$ cat config.mk
export PLATFORM = sky130hd
export DESIGN_NAME = snake_body_store_flat
export DESIGN_NICKNAME = d
export VERILOG_FILES = /design/src/rtl/snake_pkg.sv /design/src/rtl/snake_body_store_if.sv /design/src/rtl/snake_next_head.sv /design/src/rtl/snake_body_store.sv /design/src/flat_wrapper.sv
export SDC_FILE = /design/constraint.sdc
export NUM_CORES = 1
export LEC_CHECK = 0
export ABC_AREA = 1
export BUFFER_PORTS_ARGS = -buffer_cell sky130_fd_sc_hd__buf_4
export CORE_ASPECT_RATIO = 0.7
export CORE_MARGIN = 2
export CORE_UTILIZATION = 60
export DETAILED_ROUTE_END_ITERATION = 8
export PLACE_DENSITY = 0.77
export SLEW_MARGIN = 10
export SYNTH_ARGS = -nofsm -noshare
export SYNTH_HDL_FRONTEND = slang
export SYNTH_SLANG_ARGS = --single-unit
$ cat constraint.sdc
create_clock -name clock_25 -period 3.8 [get_ports clock_25]
set_input_delay 0.76 -clock clock_25 [delete_from_list [all_inputs] [get_ports clock_25]]
set_output_delay 0.76 -clock clock_25 [all_outputs]
set_load 0.03 [all_outputs]
$ cat src/rtl/snake_pkg.sv
// rtl/snake_pkg.sv - shared heading and move-state types for the snake body store
package snake_pkg;

    typedef enum logic [1:0] {
        DIR_UP    = 2'b00,
        DIR_DOWN  = 2'b01,
        DIR_LEFT  = 2'b10,
        DIR_RIGHT = 2'b11
    } dir_t;

    typedef enum logic [1:0] {
        IDLE   = 2'd0,
        SCAN   = 2'd1,
        COMMIT = 2'd2,
        HIT    = 2'd3
    } state_t;

    // Opposite headings share the axis bit and differ only in the low bit.
    function automatic dir_t reverse_dir(input dir_t d);
        return dir_t'({d[1], ~d[0]});
    endfunction

endpackage

$ cat src/rtl/snake_body_store_if.sv
// rtl/snake_body_store_if.sv - control, status and renderer read bus of the snake body store
interface snake_body_store_if #(
    parameter int COORD_BIT  = 7,
    parameter int LENGTH_BIT = 4
);
    logic                  clear;
    logic                  step;
    logic [1:0]            dir;
    logic                  grow;
    logic                  wrap_mode;
    logic [LENGTH_BIT-1:0] rd_index;
    logic [COORD_BIT-1:0]  rd_x;
    logic [COORD_BIT-1:0]  rd_y;
    logic                  rd_valid;
    logic [COORD_BIT-1:0]  head_x;
    logic [COORD_BIT-1:0]  head_y;
    // One extra bit so that a completely full buffer has a representable count.
    logic [LENGTH_BIT:0]   snake_length;
    logic                  busy;
    logic                  done;
    logic                  collision;
    logic                  full;

    modport master (
        output clear, step, dir, grow, wrap_mode, rd_index,
        input  rd_x, rd_y, rd_valid, head_x, head_y, snake_length, busy, done, collision, full
    );

    modport slave (
        input  clear, step, dir, grow, wrap_mode, rd_index,
        output rd_x, rd_y, rd_valid, head_x, head_y, snake_length, busy, done, collision, full
    );
endinterface

$ cat src/rtl/snake_next_head.sv
// rtl/snake_next_head.sv - candidate head cell one step along the heading, with wrap or wall detect
module snake_next_head
    import snake_pkg::*;
#(
    parameter int COORD_BIT = 7,
    parameter int GRID_W    = 80,
    parameter int GRID_H    = 60
) (
    input  logic [COORD_BIT-1:0] head_x,
    input  logic [COORD_BIT-1:0] head_y,
    input  dir_t                 heading,
    input  logic                 wrap_mode,
    output logic [COORD_BIT-1:0] next_x,
    output logic [COORD_BIT-1:0] next_y,
    output logic                 wall_hit
);
    localparam logic [COORD_BIT-1:0] ONE   = COORD_BIT'(1);
    localparam logic [COORD_BIT-1:0] X_MAX = COORD_BIT'(GRID_W - 1);
    localparam logic [COORD_BIT-1:0] Y_MAX = COORD_BIT'(GRID_H - 1);

    always_comb begin
        next_x   = head_x;
        next_y   = head_y;
        wall_hit = 1'b0;
        case (heading)
            DIR_UP:
                if (head_y == '0) begin next_y = Y_MAX; wall_hit = !wrap_mode; end
                else next_y = head_y - ONE;
            DIR_DOWN:
                if (head_y == Y_MAX) begin next_y = '0; wall_hit = !wrap_mode; end
                else next_y = head_y + ONE;
            DIR_LEFT:
                if (head_x == '0) begin next_x = X_MAX; wall_hit = !wrap_mode; end
                else next_x = head_x - ONE;
            DIR_RIGHT:
                if (head_x == X_MAX) begin next_x = '0; wall_hit = !wrap_mode; end
                else next_x = head_x + ONE;
            default: wall_hit = 1'b0;
        endcase
    end
endmodule

$ cat src/rtl/snake_body_store.sv
// rtl/snake_body_store.sv - circular segment store, sequential self-collision move engine, renderer read port
module snake_body_store
    import snake_pkg::*;
#(
    parameter int COORD_BIT   = 7,
    parameter int LENGTH_BIT  = 4,
    parameter int GRID_W      = 80,
    parameter int GRID_H      = 60,
    parameter int INIT_X      = 20,
    parameter int INIT_Y      = 15,
    parameter int INIT_LENGTH = 3
) (
    input logic               clock_25,
    input logic               reset,
    snake_body_store_if.slave bus
);
    localparam int DEPTH = 1 << LENGTH_BIT;
    localparam int LW    = LENGTH_BIT + 1;

    logic [COORD_BIT-1:0]  mem_x [DEPTH];
    logic [COORD_BIT-1:0]  mem_y [DEPTH];
    logic [LENGTH_BIT-1:0] head_ptr, new_ptr, scan_idx, scan_last, scan_ptr, rd_ptr;
    logic [LW-1:0]         length;
    logic [COORD_BIT-1:0]  cand_x, cand_y, next_x, next_y, rd_x, rd_y;
    logic                  wall_hit, grow_eff, grow_now, full, rd_hit;
    logic                  busy, done, collision, rd_valid;
    dir_t                  heading, move_dir;
    state_t                state;

    assign full     = (length == LW'(DEPTH));
    assign grow_now = bus.grow && !full;
    assign new_ptr  = head_ptr - LENGTH_BIT'(1);
    assign scan_ptr = head_ptr + scan_idx;
    assign rd_ptr   = head_ptr + bus.rd_index;
    assign rd_hit   = ({1'b0, bus.rd_index} < length);
    assign move_dir = (dir_t'(bus.dir) == reverse_dir(heading)) ? heading : dir_t'(bus.dir);

    snake_next_head #(.COORD_BIT(COORD_BIT), .GRID_W(GRID_W), .GRID_H(GRID_H)) u_next_head (
        .head_x(mem_x[head_ptr]), .head_y(mem_y[head_ptr]), .heading(move_dir),
        .wrap_mode(bus.wrap_mode), .next_x(next_x), .next_y(next_y), .wall_hit(wall_hit)
    );

    always_ff @(posedge clock_25 or negedge reset) begin
        if (!reset) begin
            state <= IDLE;  heading <= DIR_RIGHT;  head_ptr <= '0;  length <= LW'(INIT_LENGTH);
            busy  <= 1'b0;  done <= 1'b0;  collision <= 1'b0;  grow_eff <= 1'b0;
            cand_x <= '0;  cand_y <= '0;  scan_idx <= '0;  scan_last <= '0;
        end else if (bus.clear) begin
            state <= IDLE;  heading <= DIR_RIGHT;  head_ptr <= '0;  length <= LW'(INIT_LENGTH);
            busy  <= 1'b0;  done <= 1'b0;  collision <= 1'b0;
        end else begin
            done <= 1'b0;
            case (state)
                IDLE: if (bus.step && !collision) begin
                    heading <= move_dir;
                    busy    <= 1'b1;
                    if (wall_hit) state <= HIT;
                    else begin
                        cand_x    <= next_x;
                        cand_y    <= next_y;
                        grow_eff  <= grow_now;
                        scan_idx  <= '0;
                        // Without growth the tail cell is vacated, so it is excluded from the scan.
                        scan_last <= grow_now ? LENGTH_BIT'(length - LW'(1)) : LENGTH_BIT'(length - LW'(2));
                        state     <= SCAN;
                    end
                end
                SCAN:
                    if (mem_x[scan_ptr] == cand_x && mem_y[scan_ptr] == cand_y) state <= HIT;
                    else if (scan_idx == scan_last) begin
                        state <= COMMIT;
                        done  <= 1'b1;
                    end else scan_idx <= scan_idx + LENGTH_BIT'(1);
                COMMIT: begin
                    head_ptr <= new_ptr;
                    if (grow_eff) length <= length + LW'(1);
                    busy  <= 1'b0;
                    state <= IDLE;
                end
                HIT: begin
                    collision <= 1'b1;
                    done      <= 1'b1;
                    busy      <= 1'b0;
                    state     <= IDLE;
                end
                default: state <= IDLE;
            endcase
        end
    end

    always_ff @(posedge clock_25 or negedge reset) begin
        if (!reset) begin
            for (int k = 0; k < DEPTH; k++) begin
                mem_x[k] <= COORD_BIT'(INIT_X - k);
                mem_y[k] <= COORD_BIT'(INIT_Y);
            end
        end else if (bus.clear) begin
            for (int k = 0; k < DEPTH; k++) begin
                mem_x[k] <= COORD_BIT'(INIT_X - k);
                mem_y[k] <= COORD_BIT'(INIT_Y);
            end
        end else if (state == COMMIT) begin
            mem_x[new_ptr] <= cand_x;
            mem_y[new_ptr] <= cand_y;
        end
    end

    always_ff @(posedge clock_25 or negedge reset) begin
        if (!reset) begin
            rd_valid <= 1'b0;  rd_x <= '0;  rd_y <= '0;
        end else if (bus.clear) begin
            rd_valid <= 1'b0;  rd_x <= '0;  rd_y <= '0;
        end else begin
            rd_valid <= rd_hit;
            rd_x     <= rd_hit ? mem_x[rd_ptr] : '0;
            rd_y     <= rd_hit ? mem_y[rd_ptr] : '0;
        end
    end

    assign bus.rd_x         = rd_x;
    assign bus.rd_y         = rd_y;
    assign bus.rd_valid     = rd_valid;
    assign bus.head_x       = mem_x[head_ptr];
    assign bus.head_y       = mem_y[head_ptr];
    assign bus.snake_length = length;
    assign bus.busy         = busy;
    assign bus.done         = done;
    assign bus.collision    = collision;
    assign bus.full         = full;
endmodule

$ cat src/flat_wrapper.sv
// flat-port wrapper written by rule: the top's interface ports become plain ports
module snake_body_store_flat import snake_pkg::*;
#(
    parameter int COORD_BIT   = 7,
    parameter int LENGTH_BIT  = 4,
    parameter int GRID_W      = 80,
    parameter int GRID_H      = 60,
    parameter int INIT_X      = 20,
    parameter int INIT_Y      = 15,
    parameter int INIT_LENGTH = 3
)
  (clock_25, reset, bus_clear, bus_step, bus_dir, bus_grow, bus_wrap_mode, bus_rd_index, bus_rd_x, bus_rd_y, bus_rd_valid, bus_head_x, bus_head_y, bus_snake_length, bus_busy, bus_done, bus_collision, bus_full);
  snake_body_store_if #(.COORD_BIT(COORD_BIT), .LENGTH_BIT(LENGTH_BIT)) bus_i ();
  input logic clock_25;
  input logic reset;
  input wire logic [$bits(bus_i.clear)-1:0] bus_clear;
  input wire logic [$bits(bus_i.step)-1:0] bus_step;
  input wire logic [$bits(bus_i.dir)-1:0] bus_dir;
  input wire logic [$bits(bus_i.grow)-1:0] bus_grow;
  input wire logic [$bits(bus_i.wrap_mode)-1:0] bus_wrap_mode;
  input wire logic [$bits(bus_i.rd_index)-1:0] bus_rd_index;
  output wire logic [$bits(bus_i.rd_x)-1:0] bus_rd_x;
  output wire logic [$bits(bus_i.rd_y)-1:0] bus_rd_y;
  output wire logic [$bits(bus_i.rd_valid)-1:0] bus_rd_valid;
  output wire logic [$bits(bus_i.head_x)-1:0] bus_head_x;
  output wire logic [$bits(bus_i.head_y)-1:0] bus_head_y;
  output wire logic [$bits(bus_i.snake_length)-1:0] bus_snake_length;
  output wire logic [$bits(bus_i.busy)-1:0] bus_busy;
  output wire logic [$bits(bus_i.done)-1:0] bus_done;
  output wire logic [$bits(bus_i.collision)-1:0] bus_collision;
  output wire logic [$bits(bus_i.full)-1:0] bus_full;
  assign bus_i.clear = bus_clear;
  assign bus_i.step = bus_step;
  assign bus_i.dir = bus_dir;
  assign bus_i.grow = bus_grow;
  assign bus_i.wrap_mode = bus_wrap_mode;
  assign bus_i.rd_index = bus_rd_index;
  assign bus_rd_x = bus_i.rd_x;
  assign bus_rd_y = bus_i.rd_y;
  assign bus_rd_valid = bus_i.rd_valid;
  assign bus_head_x = bus_i.head_x;
  assign bus_head_y = bus_i.head_y;
  assign bus_snake_length = bus_i.snake_length;
  assign bus_busy = bus_i.busy;
  assign bus_done = bus_i.done;
  assign bus_collision = bus_i.collision;
  assign bus_full = bus_i.full;
  snake_body_store #(.COORD_BIT(COORD_BIT), .LENGTH_BIT(LENGTH_BIT), .GRID_W(GRID_W), .GRID_H(GRID_H), .INIT_X(INIT_X), .INIT_Y(INIT_Y), .INIT_LENGTH(INIT_LENGTH)) u_core (.clock_25(clock_25), .reset(reset), .bus(bus_i));
endmodule
# Word level (Yosys, flattened, before mapping)
# Index checks and enable logic that the tools add are counted.
# totals
word_cells	187
mem_count	0
input_bits	12
ram_bits	0
register_bits	278
latch_bits	0
rom_bits	0
# op_classes
n_bitwise	7
n_eq_ne	19
n_addsub	11
order_cmp	6
mul	0
n_mux	72
reduce_logical	25
shift	0
n_div	0
# op_table
op	count
$mux W112	4
$bwmux W112	2
$bmux W7 S4	6
$mux W7	21
$demux W7 S4	1
$mux W4	7
$pmux W7 S2	2
$ge A5 B5 Y1 const B	4
$not A4 Y5	4
$mux W2	9
$mux W5	3
$add A7 B1 Y7 const B	2
$eq A7 B7 Y1	2
$logic_not A7 Y1	2
$sub A7 B1 Y7 const B	2
$mux W1	12
$reduce_bool A2 Y1	6
$add A4 B4 Y4	2
$eq A2 B2 Y1 const B	4
$pmux W4 S2	1
$reduce_and A2 Y1	4
$sub A4 B1 Y4 const B	2
$eq A7 B6 Y1 const B	1
$eq A7 B7 Y1 const B	1
other kinds (24)	36

# Logic depth before layout (Yosys ltp)
# depth
ltp_word	11
mapped_depth	24
ltp_nobuf	21

# Hierarchy
# Synthesis repeated with hierarchy kept, for this count alone.
# hier_totals
cells_unflattened	2790
area_unflattened_um2	19180.9
# modules_own_cells
module	area_each_um2	instances	cells_each
snake_body_store	18280.0	1	2609
snake_next_head	900.9	1	181

# Worst setup path before layout
# OpenSTA, ideal clock, no wires.
# synth_timing
path_type	reg2reg
start	reg u_core.head_ptr[0]
end	reg u_core.cand_y[3]
t_required_ns	3.683
stages_incl_launch_ff	24
setup_ns	0.117
path_buffers	6
arrival_ns	2.927
setup_slack_ns	0.756
cell_sequence	dfrtp_1 buf_6 buf_6 buf_6 buf_6 buf_4 a21oi_1 o21ai_1 o211ai_2 nand2_2 inv_1 ha_1 inv_1 nor2_2 nand3_2 nor2_2 nor2_1 nand2_1 nand2_2 nand2_4 inv_4 buf_6 nand2_1 nand2_1
# synth_between
elab_chain_cells	9
word_cells_on_any_way	23
cone_classes	add/sub (2); eq/ne (2); mux (14); bitwise (2); reduce/logical (3)
# synth_rtl
item	line_no	rtl
start, declared	snake_body_store.sv:22	logic [LENGTH_BIT-1:0] head_ptr, new_ptr, scan_idx, scan_last, scan_ptr, rd_ptr;
start signal, assigned	snake_body_store.sv:75	head_ptr <= new_ptr;
$not A4 Y5 (*)	-	
$bmux W7 S4 (*)	-	
$mux W7 (*) (2 in series)	-	
named net bus_head_x[0]	flat_wrapper.sv:25	output wire logic [$bits(bus_i.head_x)-1:0] bus_head_x;
$eq A7 B7 Y1 / $logic_not A7 Y1 (equally long branches)	snake_next_head.sv:36, snake_next_head.sv:33	
$mux W1, on equally long branches	snake_next_head.sv:36, snake_next_head.sv:33	
$pmux W1 S4 (*)	snake_next_head.sv:25	case (heading)
$not A1 Y1 (no source line) (*)	-	
$reduce_and A4 Y1 (no source line) (*)	-	
end signal, assigned	snake_body_store.sv:60	cand_y <= next_y;
end, declared	snake_body_store.sv:24	logic [COORD_BIT-1:0] cand_x, cand_y, next_x, next_y, rd_x, rd_y;
# The timed path passes the listed nets; every way through them passes the cells marked *. The select of a mux whose other input is x is not followed.
# A chain may end at the register's enable or synchronous reset.

# Final worst setup path
# layout_timing
start	reg u_core.head_ptr[1]
end	out bus_head_x[5]
# layout_between
elab_chain_cells	4
# layout_rtl
item	line_no	rtl
$not A4 Y5 (not written as such)	snake_body_store.sv:123	assign bus.head_x = mem_x[head_ptr];
$bmux W7 S4	snake_body_store.sv:123	
$mux W7 (not written as such) (2 in series)	snake_body_store.sv:123	
end, declared	flat_wrapper.sv:25	
# No other way between the ends. The select of a mux whose other input is x is not followed.

==> run metrics <==
fin cells 3233; status complete, no violations; CTS Hold Bufs 0; Clock Tree Buf Depth 3; Worst Tran Pin Value roughly 1.2 ns; Worst Path Arrival 2.95 ns; Max-slew headroom 0.203; initial antenna violation count 1; Crit. End Element output pin; critical path peak fanout 27; vias ~21000; simple-gate portion of the synthesized area 0.295; Req. time, crit path approximately 3 ns; area of the core 31400 um^2; synth top area cells dfrtp_1 (23%), nand2_1 (17%), dfstp_2 (14%); Clock Latency Late Sink roughly 0.60 ns; Yosys warning count 0; Die W approximately 220 um; PnR Total Power 22.8 mW; vias in the first global route between 15000 and 20000; final core utilization 0.680; CTS Sinks ~280; WS Path Type reg -> out; Top Metal Used met5; clk root buf clkbuf_16; Min-Delay Path Class in -> async; xor/xnor share of the synthesized area 0.00996; WHS around 0.14 ns; Final nets 2828; I/O pin count 50; Vias/cell 6.35; Remaining DRCs 0; WL final 72.0 mm; TritonCTS buffer count 30; Resized Gates After CTS 0; H-tree depth 1; Mapped Avg Cell Area 6.87 um^2; first-pass GRT wire length around 110 mm; Final Hold Viols 0; Routed met3 length 10.7 mm; post-synthesis sequential area ratio 0.369; Synth Area in Adders 0.0190; setup bufs post-CTS 0; Final setup viols 0; syn_nets 2837; # port buffers a little under 50; post-synthesis mux area share 0.0129; post-place setup slack approximately 0.33 ns; Max-cap violations 0; Post-synth ARST share 1.00; Total GRT Usage 0.430; placed cell area around 20000 um^2; met2 WL 28.8 mm; post-synthesis cell area 19200 um^2; Synth-to-Final Area Change 10.9%; Mapped Cells 2797; total grt overflow 0; PnR worst setup slack 0.0855 ns; Final Cycle Share 0.977; Worst VDD drop 1010 uV; post-route cell area 21300 um^2; #FFs+latches synth 278; Core Rows 54; startpoint types flip-flop; pin count of the biggest net entering global routing 87; Post-synth EDFFs 0; main combinational cell family by area after synthesis simple AND/OR/NAND/NOR gates; die height 154 um; DRT iter0 DRCs about 3000; Post-Route Skew 0.0235 ns; placer congestion estimate 0.994; Netlist cell types 44; DR WL/cell 22.3 um; number of routed nets with antenna violations 0; Synth top area share 0.225; Fmax achieved 269 MHz; Inst Count DP 3176; met1 WL 28.1 mm; setup TNS 0 ns; CTS tree built; Leak Pwr 9.91 nW; placed wire-length estimate 46.9 mm; CTS clk-pin slew, worst paths 0.07 ns; RSZ-0062 raised after global routing false; Slew Limit Fails 0; Top FF cell, synth dfrtp_1; Final min period 3.71 ns; pwr dens around 1100 nW/um^2; fraction of layout cells with a size suffix above 1 0.139; die area 33500 um^2; Synth Area in Compound Gates 0.179; DR pass1 iterations 7; Initial Util 0.613; Yosys top cell by area dfrtp_1
synth_stat cells (all sizes together) (4+ instances only):
cell type / n
dfstp: 105
xnor2: 7
clkbuf: 74
ha: 26
o211ai: 106
o21a: 29
inv: 338
dfrtp: 173
nand4: 17
a21oi: 83
buf: 112
o221ai: 4
nor2: 130
nor3: 6
xor2: 14
o22ai: 109
nand2: 870
mux2: 22
o21ai: 248
nand3: 313
final cells by class:
cell class,count,area (um^2)
fill,2764,10000
multi-input combinational,1995,9970
sequential,278,7090
timing repair buffer,145,1300
inverter,338,1270
clock buffer,39,846
tap,420,526
clock inverter,17,305
antenna,1,2.50
where the power goes:
| group | internal, mW | switching, mW | total [mW] | leakage, nW |
|---|---|---|---|---|
| clock network | 2.11 | 1.34 | 3.46 | 0.534 |
| registers | 3.86 | 0.693 | 4.55 | 3.48 |
| logic | 4.71 | 10.1 | 14.8 | 5.90 |
| total | 10.7 | 12.1 | 22.8 | 9.91 |
final timing paths:
check                      slack, ns               start            endpoint  cells after the start
min in group clock_25           0.51     u_core.grow_eff     u_core.grow_eff                      2
max in group asynchronous       2.64               reset   u_core.mem_y[101]                      2
hold / removal                  0.14               reset    u_core.mem_x[55]                      1
setup reg to reg                0.21  u_core.head_ptr[0]  u_core.scan_idx[0]                     18
setup / recovery                0.09  u_core.head_ptr[1]       bus_head_x[5]                      7
hold reg to reg                 0.51     u_core.grow_eff     u_core.grow_eff                      2
placed cells by master (no fill, tap or decap), drive strengths merged, types with 6 or more instances in the layout:
master / n
o22ai: 109
clkbuf: 39
nand3: 313
xnor2: 7
nor3: 6
nand2: 870
nor2: 130
clkinvlp: 8
buf: 145
dfstp: 105
mux2: 22
ha: 26
o211ai: 106
xor2: 14
o21ai: 248
o21a: 29
inv: 337
nand4: 17
bufinv: 8
a21oi: 83
dfrtp: 173
layer usage:
layer,track usage,up-vias
met4,0.215,2
met3,0.142,351
met1,0.593,9470
li1,-,9154
met5,0,-
met2,0.604,1563
kinds of logic (layout without fill, tap and decap cells):
logic type      count (synthesis)  count (layout)
other cells                     0               1
xor+xnor                       21              21
compound gates                583             583
mux                            22              22
fa+ha+maj                      28              28
simple gates                 1341            1341
flops                         278             278
buf+inv                       524             539
critical path: stages, from the launching register on:
cell and delay (ns):
dfrtp_2 0.45, inv_2 0.50, buf_4 0.40, o211ai_1 0.14
nand3_1 0.11, nand3_1 0.12, nand2_1 0.39, buf_4 0.25
state kept, by name (all words and copies together), names as in the netlist, 4 cells and up:
signal                   cells
u_core.cand_x                7
u_core.bus.rd_x              7
u_core.bus.snake_length      5
u_core.cand_y                7
u_core.mem_y               112
u_core.bus.rd_y              7
u_core.head_ptr              4
u_core.scan_last             4
u_core.mem_x               112
u_core.scan_idx              4
(Power assumes the default switching activity.)
